`config.mk`:
```
export PLATFORM = sky130hd
export DESIGN_NAME = regfile_wb_arbiter
export DESIGN_NICKNAME = d
export VERILOG_FILES = /design/src/rtl/regfile_wb_arbiter.sv
export SDC_FILE = /design/constraint.sdc
export NUM_CORES = 1
export LEC_CHECK = 0
export CAP_MARGIN = 10
export CELL_PAD_IN_SITES_DETAIL_PLACEMENT = 0
export CELL_PAD_IN_SITES_GLOBAL_PLACEMENT = 2
export CORE_ASPECT_RATIO = 0.8
export CORE_MARGIN = 2
export CORE_UTILIZATION = 22
export CTS_CLUSTER_DIAMETER = 60
export DETAILED_ROUTE_END_ITERATION = 8
export GPL_ROUTABILITY_DRIVEN = 0
export HOLD_SLACK_MARGIN = 0.08
export PLACE_DENSITY = 0.81
export SLEW_MARGIN = 20
export SYNTH_ARGS = -nofsm -noshare
export SYNTH_HDL_FRONTEND = slang
export SYNTH_SLANG_ARGS = --single-unit
```
`constraint.sdc`:
```
create_clock -name clk -period 1.7 [get_ports clk]
set_input_delay 0.34 -clock clk [delete_from_list [all_inputs] [get_ports clk]]
set_output_delay 0.34 -clock clk [all_outputs]
set_load 0.005 [all_outputs]
```
`src/rtl/regfile_wb_arbiter.sv`:
```
// Write-back arbiter and scoreboard for the 8-entry register file.
// Shares the single register-file write port between the ALU result path
// and the load path. It also keeps per-register write-pending bits so that
// issue and branch logic can stall on outstanding producers.
module regfile_wb_arbiter #(
  parameter int W      = 8,  // data width
  parameter int D      = 3,  // register address width
  parameter int STARVE = 3   // lost-arbitration cycles before ALU gets priority (1..7)
) (
  input  logic             clk,
  input  logic             reset,
  input  logic             alu_valid,
  input  logic [D-1:0]     alu_addr,
  input  logic [W-1:0]     alu_data,
  output logic             alu_ready,
  input  logic             mem_valid,
  input  logic [D-1:0]     mem_addr,
  input  logic [W-1:0]     mem_data,
  output logic             mem_ready,
  input  logic             claim_en,
  input  logic [D-1:0]     claim_addr,
  output logic             rf_write_en,
  output logic [D-1:0]     rf_w_addr,
  output logic [W-1:0]     rf_data_in,
  output logic [2**D-1:0]  busy,
  output logic             cmp_busy
);

  localparam int         NREG      = 2**D;
  localparam logic [2:0] STARVE_TH = 3'(STARVE);

  logic [2:0]      starve_cnt;
  logic            alu_prio;
  logic [NREG-1:0] busy_next;

  // Grant logic: mem wins by default, ALU wins once it has starved long enough.
  // NOTE: every signal written here gets a default first, so no latch is inferred.
  always_comb begin
    alu_ready = 1'b0;
    mem_ready = 1'b0;
    alu_prio  = (starve_cnt >= STARVE_TH);
    if (!reset) begin
      if (mem_valid && !(alu_valid && alu_prio)) begin
        mem_ready = 1'b1;
      end else if (alu_valid) begin
        alu_ready = 1'b1;
      end
    end
  end

  // Starvation counter: counts ALU's consecutive lost cycles, saturating at 7.
  // NOTE: sequential state uses non-blocking assignments so every flop samples pre-edge values.
  always_ff @(posedge clk) begin
    if (reset) begin
      starve_cnt <= 3'd0;
    end else if (alu_valid && !alu_ready) begin
      starve_cnt <= (starve_cnt == 3'd7) ? 3'd7 : starve_cnt + 3'd1;
    end else begin
      starve_cnt <= 3'd0;
    end
  end

  // Output stage: register the accepted request; writes to r0 are dropped.
  always_ff @(posedge clk) begin
    if (reset) begin
      rf_write_en <= 1'b0;
      rf_w_addr   <= '0;
      rf_data_in  <= '0;
    end else if (alu_ready) begin
      rf_write_en <= (alu_addr != '0);
      rf_w_addr   <= alu_addr;
      rf_data_in  <= alu_data;
    end else if (mem_ready) begin
      rf_write_en <= (mem_addr != '0);
      rf_w_addr   <= mem_addr;
      rf_data_in  <= mem_data;
    end else begin
      rf_write_en <= 1'b0;
    end
  end

  // Scoreboard next state: clear on write-back, then set on claim so set wins.
  always_comb begin
    busy_next = busy;
    if (rf_write_en) begin
      busy_next[rf_w_addr] = 1'b0;
    end
    if (claim_en && (claim_addr != '0)) begin
      busy_next[claim_addr] = 1'b1;
    end
    busy_next[0] = 1'b0;
  end

  // Scoreboard register.
  always_ff @(posedge clk) begin
    if (reset) begin
      busy <= '0;
    end else begin
      busy <= busy_next;
    end
  end

  // Branch stall on the comparison register.
  assign cmp_busy = busy[NREG-1];

endmodule
```
After elaboration in Yosys (flattened, before gate mapping):

Index checks and enable logic that the tools add are counted.

* word-level logic and storage cells: 48
* bits of input ports: 30
* bits in registers: 23
* output and inout bits: 23

* $add $sub $neg: 1
* reduce and logical (&&, ||, !) cells: 13
* mux-type cells: 18
* equality and inequality tests: 1
* bitwise logic cells: 4
* $lt $le $gt $ge: 5

Operators by type and width (number)
* 2-to-1 mux 8 bit: 4
* 2-to-1 mux 1 bit: 9
* 2-to-1 mux 3 bit: 3
* nonzero test 3 bit: 3
* AND 8 bit: 1
* < comparator 3 x 4 -> 1 bit (second input constant): 2
* inverter 8 bit: 1
* OR 8 bit: 1
* demux 1 bit (select 3 bit): 2
* >= comparator 3 x 1 -> 1 bit (second input constant): 2
* logical AND 1 bit: 6
* adder 3 x 1 -> 3 bit (second input constant): 1
* equality test 3 bit (second input constant): 1
* >= comparator 3 x 2 -> 1 bit (second input constant): 1
* logical NOT 1 bit: 2
* nonzero test 2 bit: 1
* OR reduction 2 bit: 1
* inverter 1 bit: 1

Longest topological paths before layout:

Gate-level depths: netlist of the first run.

* word-level depth: 10
* gate-level depth with buffers: 5
* mapped depth without buffers: 4

Worst setup path after synthesis of the first run:

No wires, ideal clock.

* path kind: flip-flop to output port
* start: reg starve_cnt[0]
* end: out alu_ready
* arrival: 1.146 ns
* buffers on the path: 0
* setup slack: 0.214 ns
* stages on the path, launching flop included: 5
* data required time: 1.360 ns
* path through: dfxtp_1 > ha_1 > a211oi_1 > o21ai_0 > nor2b_1

* cells in the longest elaborated chain, start to end: 6

RTL lines
* start: declaration: RTL line 32 `logic [2:0] starve_cnt;`
* start signal: assignment: RTL line 57 `starve_cnt <= (starve_cnt == 3'd7) ? 3'd7 : starve_cnt + 3'd1;`
* >= comparator 3 x 2 -> 1 bit: RTL line 41 `alu_prio = (starve_cnt >= STARVE_TH);`
* logical AND 1 bit: RTL line 43 `if (mem_valid && !(alu_valid && alu_prio)) begin`
* logical NOT 1 bit: RTL line 43
* logical AND 1 bit: RTL line 43
* 2-to-1 mux 1 bit: RTL line 43
* 2-to-1 mux 1 bit: RTL line 42 `if (!reset) begin`
* end: declaration: RTL line 15 `output logic alu_ready,`

Every way passes these cells.

Worst setup path after layout of the first run:

* start: reg starve_cnt[0]
* end: out mem_ready

* cells in the longest elaborated chain, start to end: 6

RTL lines
* >= comparator 3 x 2 -> 1 bit: RTL line 41
* logical AND 1 bit: RTL line 43
* logical NOT 1 bit: RTL line 43
* logical AND 1 bit: RTL line 43
* 2-to-1 mux 1 bit: RTL line 43
* 2-to-1 mux 1 bit: RTL line 42
* end: declaration: RTL line 19 `output logic mem_ready,`

Every way passes these cells.

==> results.sh, run 1 <==
export IMPL_hold_path_depth=2
export IMPL_cp_endpoint="mem_ready"
export IMPL_worstPathRequired_ps=1360
export IMPL_die_area_sq_um=5710
export IMPL_coreArea_sq_um=4980
export IMPL_clkTransAtPathRegs_ps=90
export IMPL_outcome="finished with violations"
export IMPL_reg2reg_to="starve_cnt[0]$_SDFF_PP0_"
export IMPL_dp_worst_setup_slack_ps=-441
export IMPL_synth_distinct_cells=23
export IMPL_cp_arrival_ps=1370
export IMPL_vias=1204
export IMPL_r2r_start="starve_cnt[0]$_SDFF_PP0_"
export IMPL_seq_area_frac_synth_pct=39.1
export IMPL_synth_area_sq_um=1130
export IMPL_io_pins=53
export IMPL_rsz0062_at_grt="true"
export IMPL_setup_viol=1
export IMPL_grt_pass1_wl_microns=5660
export IMPL_power_density_nw_per_um2=728
export IMPL_cts_made_buffers=3
export IMPL_avgSynthCellArea_sq_um=8.80
export IMPL_layout_common_cells="48 x clkdlybuf4s50_1, 20 x a21oi_1, 20 x dfxtp_1"
export IMPL_maxCapViolations=0
export IMPL_p_int_uw=1040
export IMPL_worstHoldPathType="reg2reg"
export IMPL_rows=23
export IMPL_drc=0
export IMPL_switching_share_pct=23.5
export IMPL_fin_tns_setup_ps=-10.4
export IMPL_wl_microns=3480
export IMPL_worst_setup_path_end_kind="output port"
export IMPL_ys_warn_count=0
export IMPL_grt_pass1_vias=1164
export IMPL_synth_cells=128
export IMPL_fin_ws_ps=-10.4
export IMPL_die_y_microns=68.0
export IMPL_cts_root_buffer="clkbuf_8"
export IMPL_max_freq_mhz=585
export IMPL_clockPowerShare_pct=36.4
export IMPL_port_buffers=51
export IMPL_whs_ps=471
export IMPL_dp_hpwl_microns=2540
export IMPL_avgViaCountPerCell=4.85
export IMPL_violations="negative setup slack"
export IMPL_cts_sinks=22
export IMPL_hold_violations=0
export IMPL_power_share_sequential_pct=41.6
export IMPL_final_common_cell="clkdlybuf4s50_1"
export IMPL_areaGrowthSynthToFinish_pct=66.3
export IMPL_synth_seq_cells=22
export IMPL_diodes=0
export IMPL_crit_start="starve_cnt[0]$_SDFF_PP0_"
export IMPL_wire_per_inst_microns=14.0
export IMPL_worst_setup_path_start_kind="flop"
export IMPL_r2r_slack_ps=20
export IMPL_grt_max_degree=24
export IMPL_peakVddDrop_mv=0.359
export IMPL_cts_tree="done"
export IMPL_grt_remaining_overflow=0
export IMPL_fillCellCount=512
export IMPL_clock_latency_ps=260
export IMPL_cts_max_level=1
export IMPL_die_width_microns=84.0
export IMPL_initial_utilization_pct=22.6
export IMPL_period_share_pct=101
export IMPL_power_switching_uw=321
export IMPL_final_nets=218
export IMPL_reg2regPathDepth=6
export IMPL_crit_type="reg2out"
export IMPL_max_clock_path_buffers=2
export IMPL_firstDrtPassIters=4
export IMPL_skew_ps=5.20
export IMPL_worstPathMaxFanout=2
export IMPL_drt_iter0_drc=82
export IMPL_layout_drive_gt1_share_pct=20.4
export IMPL_antenna_left=0
export IMPL_antenna_found_initial=0
export IMPL_maxSlewViolCount=0
export IMPL_cts_hold_buf=0
export IMPL_grt_usage_pct=12.6
export IMPL_comb_power_share_pct=22.0
export IMPL_finalCriticalPeriod_ps=1710
export IMPL_p_leak_uw=0.000666
[cell type report]
| cell class | instances | area, sq um | area share, % |
|---|---|---|---|
| repair buffers | 65 | 616 | 32.9 |
| inverters | 2 | 7.51 | 0.401 |
| well taps | 62 | 77.6 | 4.14 |
| clock inverters | 1 | 30.0 | 1.60 |
| flip-flops and latches | 22 | 445 | 23.8 |
| multi-input cells | 93 | 656 | 35.0 |
| clock buffers | 3 | 41.3 | 2.20 |
[metrics by stage]
step                      std cells  utilization (%)  total power [uW]  cell area [sq um]
after floorplan                 129                -               698               1130
after global placement          243             35.3               873               1760
after detailed placement        243             35.3               878               1760
after CTS                       247             37.4              1380               1860
after global routing            248             37.6              1440               1870
final                           248             37.6              1360               1870
[power groups by stage]
stage	clock (uW)	combinational (uW)	sequential, uW
global route	539	328	574
floorplan	0	120	578
global placement	0	295	578
CTS	513	301	570
detailed placement	0	298	580
finish	497	300	567
[worst max-delay path: stages (launching register included)]
cell and delay [ps]:
dfxtp_4 370, ha_4 160, a211oi_4 170, o21ai_2 80, buf_4 130, nor2_1 70
buf_2 120
[Yosys cell counts]
cell      instances  area [sq um]
o31ai_1           1          7.51
o211ai_1         11          82.6
conb_1            1          3.75
a32oi_1          11          96.3
dfxtp_1          22           440
mux2_2           12           135
nand2_1           5          18.8
nor2b_1           4          25.0
nand2b_1          4          25.0
inv_1             2          7.51
nor3_1            2          10.0
or4_1             1          7.51
nor2_1            5          18.8
clkbuf_1          6          22.5
nand4_1           1          6.26
a21oi_1          20           100
a211oi_1          1          7.51
buf_4             2          15.0
o21ai_0           7          35.0
a211o_1           1          8.76
ha_1              1          12.5
buf_2             4          20.0
nand3_1           4          20.0
[how the worst min path moves through the flow]
| stage | from | end | slack (ps) |
|---|---|---|---|
| after floorplan | starve_cnt[0]$_SDFF_PP0_ | starve_cnt[0]$_SDFF_PP0_ | 450 |
| after global placement | busy[4]$_SDFF_PP0_ | busy[4]$_SDFF_PP0_ | 460 |
| after detailed placement | busy[4]$_SDFF_PP0_ | busy[4]$_SDFF_PP0_ | 460 |
| after CTS | busy[4]$_SDFF_PP0_ | busy[4]$_SDFF_PP0_ | 470 |
| after global routing | busy[6]$_SDFF_PP0_ | busy[6]$_SDFF_PP0_ | 510 |
| final | busy[4]$_SDFF_PP0_ | busy[4]$_SDFF_PP0_ | 470 |
[flip-flops by register name, indices dropped and copies added, names as in the netlist]
signal	cells
rf_data_in	8
busy	7
rf_w_addr	3
starve_cnt	3
rf_write_en	1
[layer usage]
layer	up-vias	track usage, %	wire length, microns
li1	599	-	-
met1	564	17.0	1670
met2	39	19.9	1580
met3	2	2.90	189
met4	0	4.84	40
met5	-	0	0
[repair_timing]
item / 4_1_cts / 5_1_grt
setup endpoints to repair: 2 / 4
endpoints found under the hold margin: 0 / 0
buffers inserted: 0 / 1
gates cloned: 0 / 0
resized for setup: 20 / 1
pin swaps: 2 / 1
[kinds of logic after synthesis]
group                    count (synthesis)  share of synthesized area (%)
AO/OA/AOI/OAI                           52                           30.0
adder cells (fa/ha/maj)                  1                           1.11
buffers and inverters                   14                           5.78
flip-flops                              22                           39.1
multiplexers                            12                           12.0
other                                    1                          0.333
AND/OR/NAND/NOR                         26                           11.7
(Power assumes the default switching activity.)
==> inputs of run 2 (changes only) <==
--- a/config.mk
+++ b/config.mk
@@ -13,7 +13,6 @@
 export CORE_UTILIZATION = 22
 export CTS_CLUSTER_DIAMETER = 60
 export DETAILED_ROUTE_END_ITERATION = 8
-export GPL_ROUTABILITY_DRIVEN = 0
 export HOLD_SLACK_MARGIN = 0.08
 export PLACE_DENSITY = 0.81
 export SLEW_MARGIN = 20
==> results of run 2 <==
Same layout as run 1: the final DEF is identical, and so are final timing and power.
==> inputs of run 3 (changes only) <==
--- a/config.mk
+++ b/config.mk
@@ -9,7 +9,7 @@
 export CELL_PAD_IN_SITES_DETAIL_PLACEMENT = 0
 export CELL_PAD_IN_SITES_GLOBAL_PLACEMENT = 2
 export CORE_ASPECT_RATIO = 0.8
-export CORE_MARGIN = 2
+export CORE_MARGIN = 5
 export CORE_UTILIZATION = 22
 export CTS_CLUSTER_DIAMETER = 60
 export DETAILED_ROUTE_END_ITERATION = 8
==> results.sh, run 3 (synthesis gave the netlist of run 1 again) <==
export IMPL_outcome="finished with violations"
export IMPL_violations="negative setup slack"
export IMPL_final_common_cell="clkdlybuf4s50_1"
export IMPL_drc=0
export IMPL_grt_pass1_wl_microns=6030
export IMPL_finalCriticalPeriod_ps=1740
export IMPL_antenna_left=0
export IMPL_power_density_nw_per_um2=680
export IMPL_switching_share_pct=25.5
export IMPL_clkTransAtPathRegs_ps=80
export IMPL_setup_viol=1
export IMPL_worst_setup_path_start_kind="flop"
export IMPL_clockPowerShare_pct=30.5
export IMPL_firstDrtPassIters=4
export IMPL_worst_setup_path_end_kind="output port"
export IMPL_power_switching_uw=321
export IMPL_p_leak_uw=0.000656
export IMPL_rows=23
export IMPL_io_pins=53
export IMPL_reg_largest_list="rf_data_in x8, busy x7"
export IMPL_rsz0062_at_grt="true"
export IMPL_skew_ps=1.39
export IMPL_coreArea_sq_um=4980
export IMPL_maxSlewViolCount=0
export IMPL_cts_tree="done"
export IMPL_cts_max_level=1
export IMPL_regArea_sq_um=443
export IMPL_grt_usage_pct=11.2
export IMPL_dp_worst_setup_slack_ps=-447
export IMPL_final_nets=218
export IMPL_diodes=0
export IMPL_avgViaCountPerCell=4.92
export IMPL_max_clock_path_buffers=2
export IMPL_max_flop_register="rf_data_in"
export IMPL_grt_remaining_overflow=0
export IMPL_maxCapViolations=0
export IMPL_clock_latency_ps=260
export IMPL_fillCellCount=524
export IMPL_port_buffers=51
export IMPL_wire_per_inst_microns=15.4
export IMPL_vias=1219
export IMPL_layout_drive_gt1_share_pct=20.4
export IMPL_fin_ws_ps=-36.8
export IMPL_die_y_microns=74.0
export IMPL_gp_congestion=0.742
export IMPL_drt_iter0_drc=69
export IMPL_worstHoldPathType="reg2reg"
export IMPL_die_area_sq_um=6660
export IMPL_place_inst=243
export IMPL_cts_sinks=22
export IMPL_multiInputGateArea_sq_um=656
export IMPL_antenna_found_initial=0
export IMPL_peakVddDrop_mv=0.265
export IMPL_crit_type="reg2out"
export IMPL_die_width_microns=90.0
export IMPL_hold_violations=0
export IMPL_comb_power_share_pct=24.4
export IMPL_power_share_sequential_pct=45.1
export IMPL_cts_made_buffers=3
export IMPL_cts_hold_buf=0
export IMPL_whs_ps=475
export IMPL_dp_hpwl_microns=2760
export IMPL_areaGrowthSynthToFinish_pct=64.4
export IMPL_largest_register_ffs=8
export IMPL_wl_microns=3820
export IMPL_initial_utilization_pct=22.6
export IMPL_worstPathMaxFanout=2
export IMPL_period_share_pct=102
export IMPL_cts_root_buffer="clkbuf_8"
export IMPL_p_int_uw=938
export IMPL_cp_arrival_ps=1400
export IMPL_grt_max_degree=24
export IMPL_layoutNonFillerInstCount=248
export IMPL_worstPathRequired_ps=1360
export IMPL_grt_pass1_vias=1290
export IMPL_max_freq_mhz=576
export IMPL_layout_common_cells="49 x clkdlybuf4s50_1, 20 x a21oi_1, 20 x dfxtp_1"
## run 3: metal layers
metal | vias to the layer above | track usage (%) | share of wire, %
li1 | 595 | - | -
met1 | 573 | 14.1 | 44
met2 | 44 | 18.6 | 48
met3 | 7 | 2.33 | 6.4
met4 | 0 | 5.79 | 2.1
met5 | - | 0 | 0
## run 3: path summary, 6_finish.rpt
kind | start | end | slack (ps) | cells past startpoint
min | busy[4]$_SDFF_PP0_ | busy[4]$_SDFF_PP0_ | 480 | 2
max | starve_cnt[0]$_SDFF_PP0_ | mem_ready | -40 | 6
max reg2reg | starve_cnt[0]$_SDFF_PP0_ | starve_cnt[0]$_SDFF_PP0_ | 160 | 5
min reg2reg | busy[4]$_SDFF_PP0_ | busy[4]$_SDFF_PP0_ | 480 | 2
## run 3: what timing repair did
action                                  4_1_cts  5_1_grt
buffers inserted                              1        0
resized for setup                            15        4
pin swaps                                     2        2
hold endpoints to repair                      0        0
endpoints found under the setup margin        2        4
## run 3: worst max-delay path: stages (launching register included)
cell      delay [ps]
dfxtp_2          340
ha_4             170
a211oi_4         240
o21ai_2           80
buf_4            140
nor2_2            60
buf_2            110
## run 3: power groups by stage
stage          Sequential [uW]  Clock, uW  Combinational, uW
6_report                   569        384                307
2_1_floorplan              578          0                120
4_1_cts                    569        395                306
5_1_grt                    573        417                332
3_3_place_gp               578          0                297
3_5_place_dp               580          0                301
## run 3: metrics by stage
stage	cell area [sq um]	setup TNS (ps)	util (%)	total power (uW)
after floorplan	1130	0	-	698
after global placement	1760	-2290	35.3	875
after detailed placement	1760	-2710	35.3	881
after CTS	1830	-57.7	36.8	1270
after global routing	1850	-240	37.2	1320
final	1850	-36.8	37.2	1260
## run 3: area by class of cell
| type | count | area share [%] |
|---|---|---|
| clock buffers | 4 | 2.97 |
| repair buffers | 65 | 33.1 |
| inverters | 2 | 0.405 |
| flip-flops and latches | 22 | 23.9 |
| well taps | 62 | 4.19 |
| multi-input cells | 93 | 35.4 |
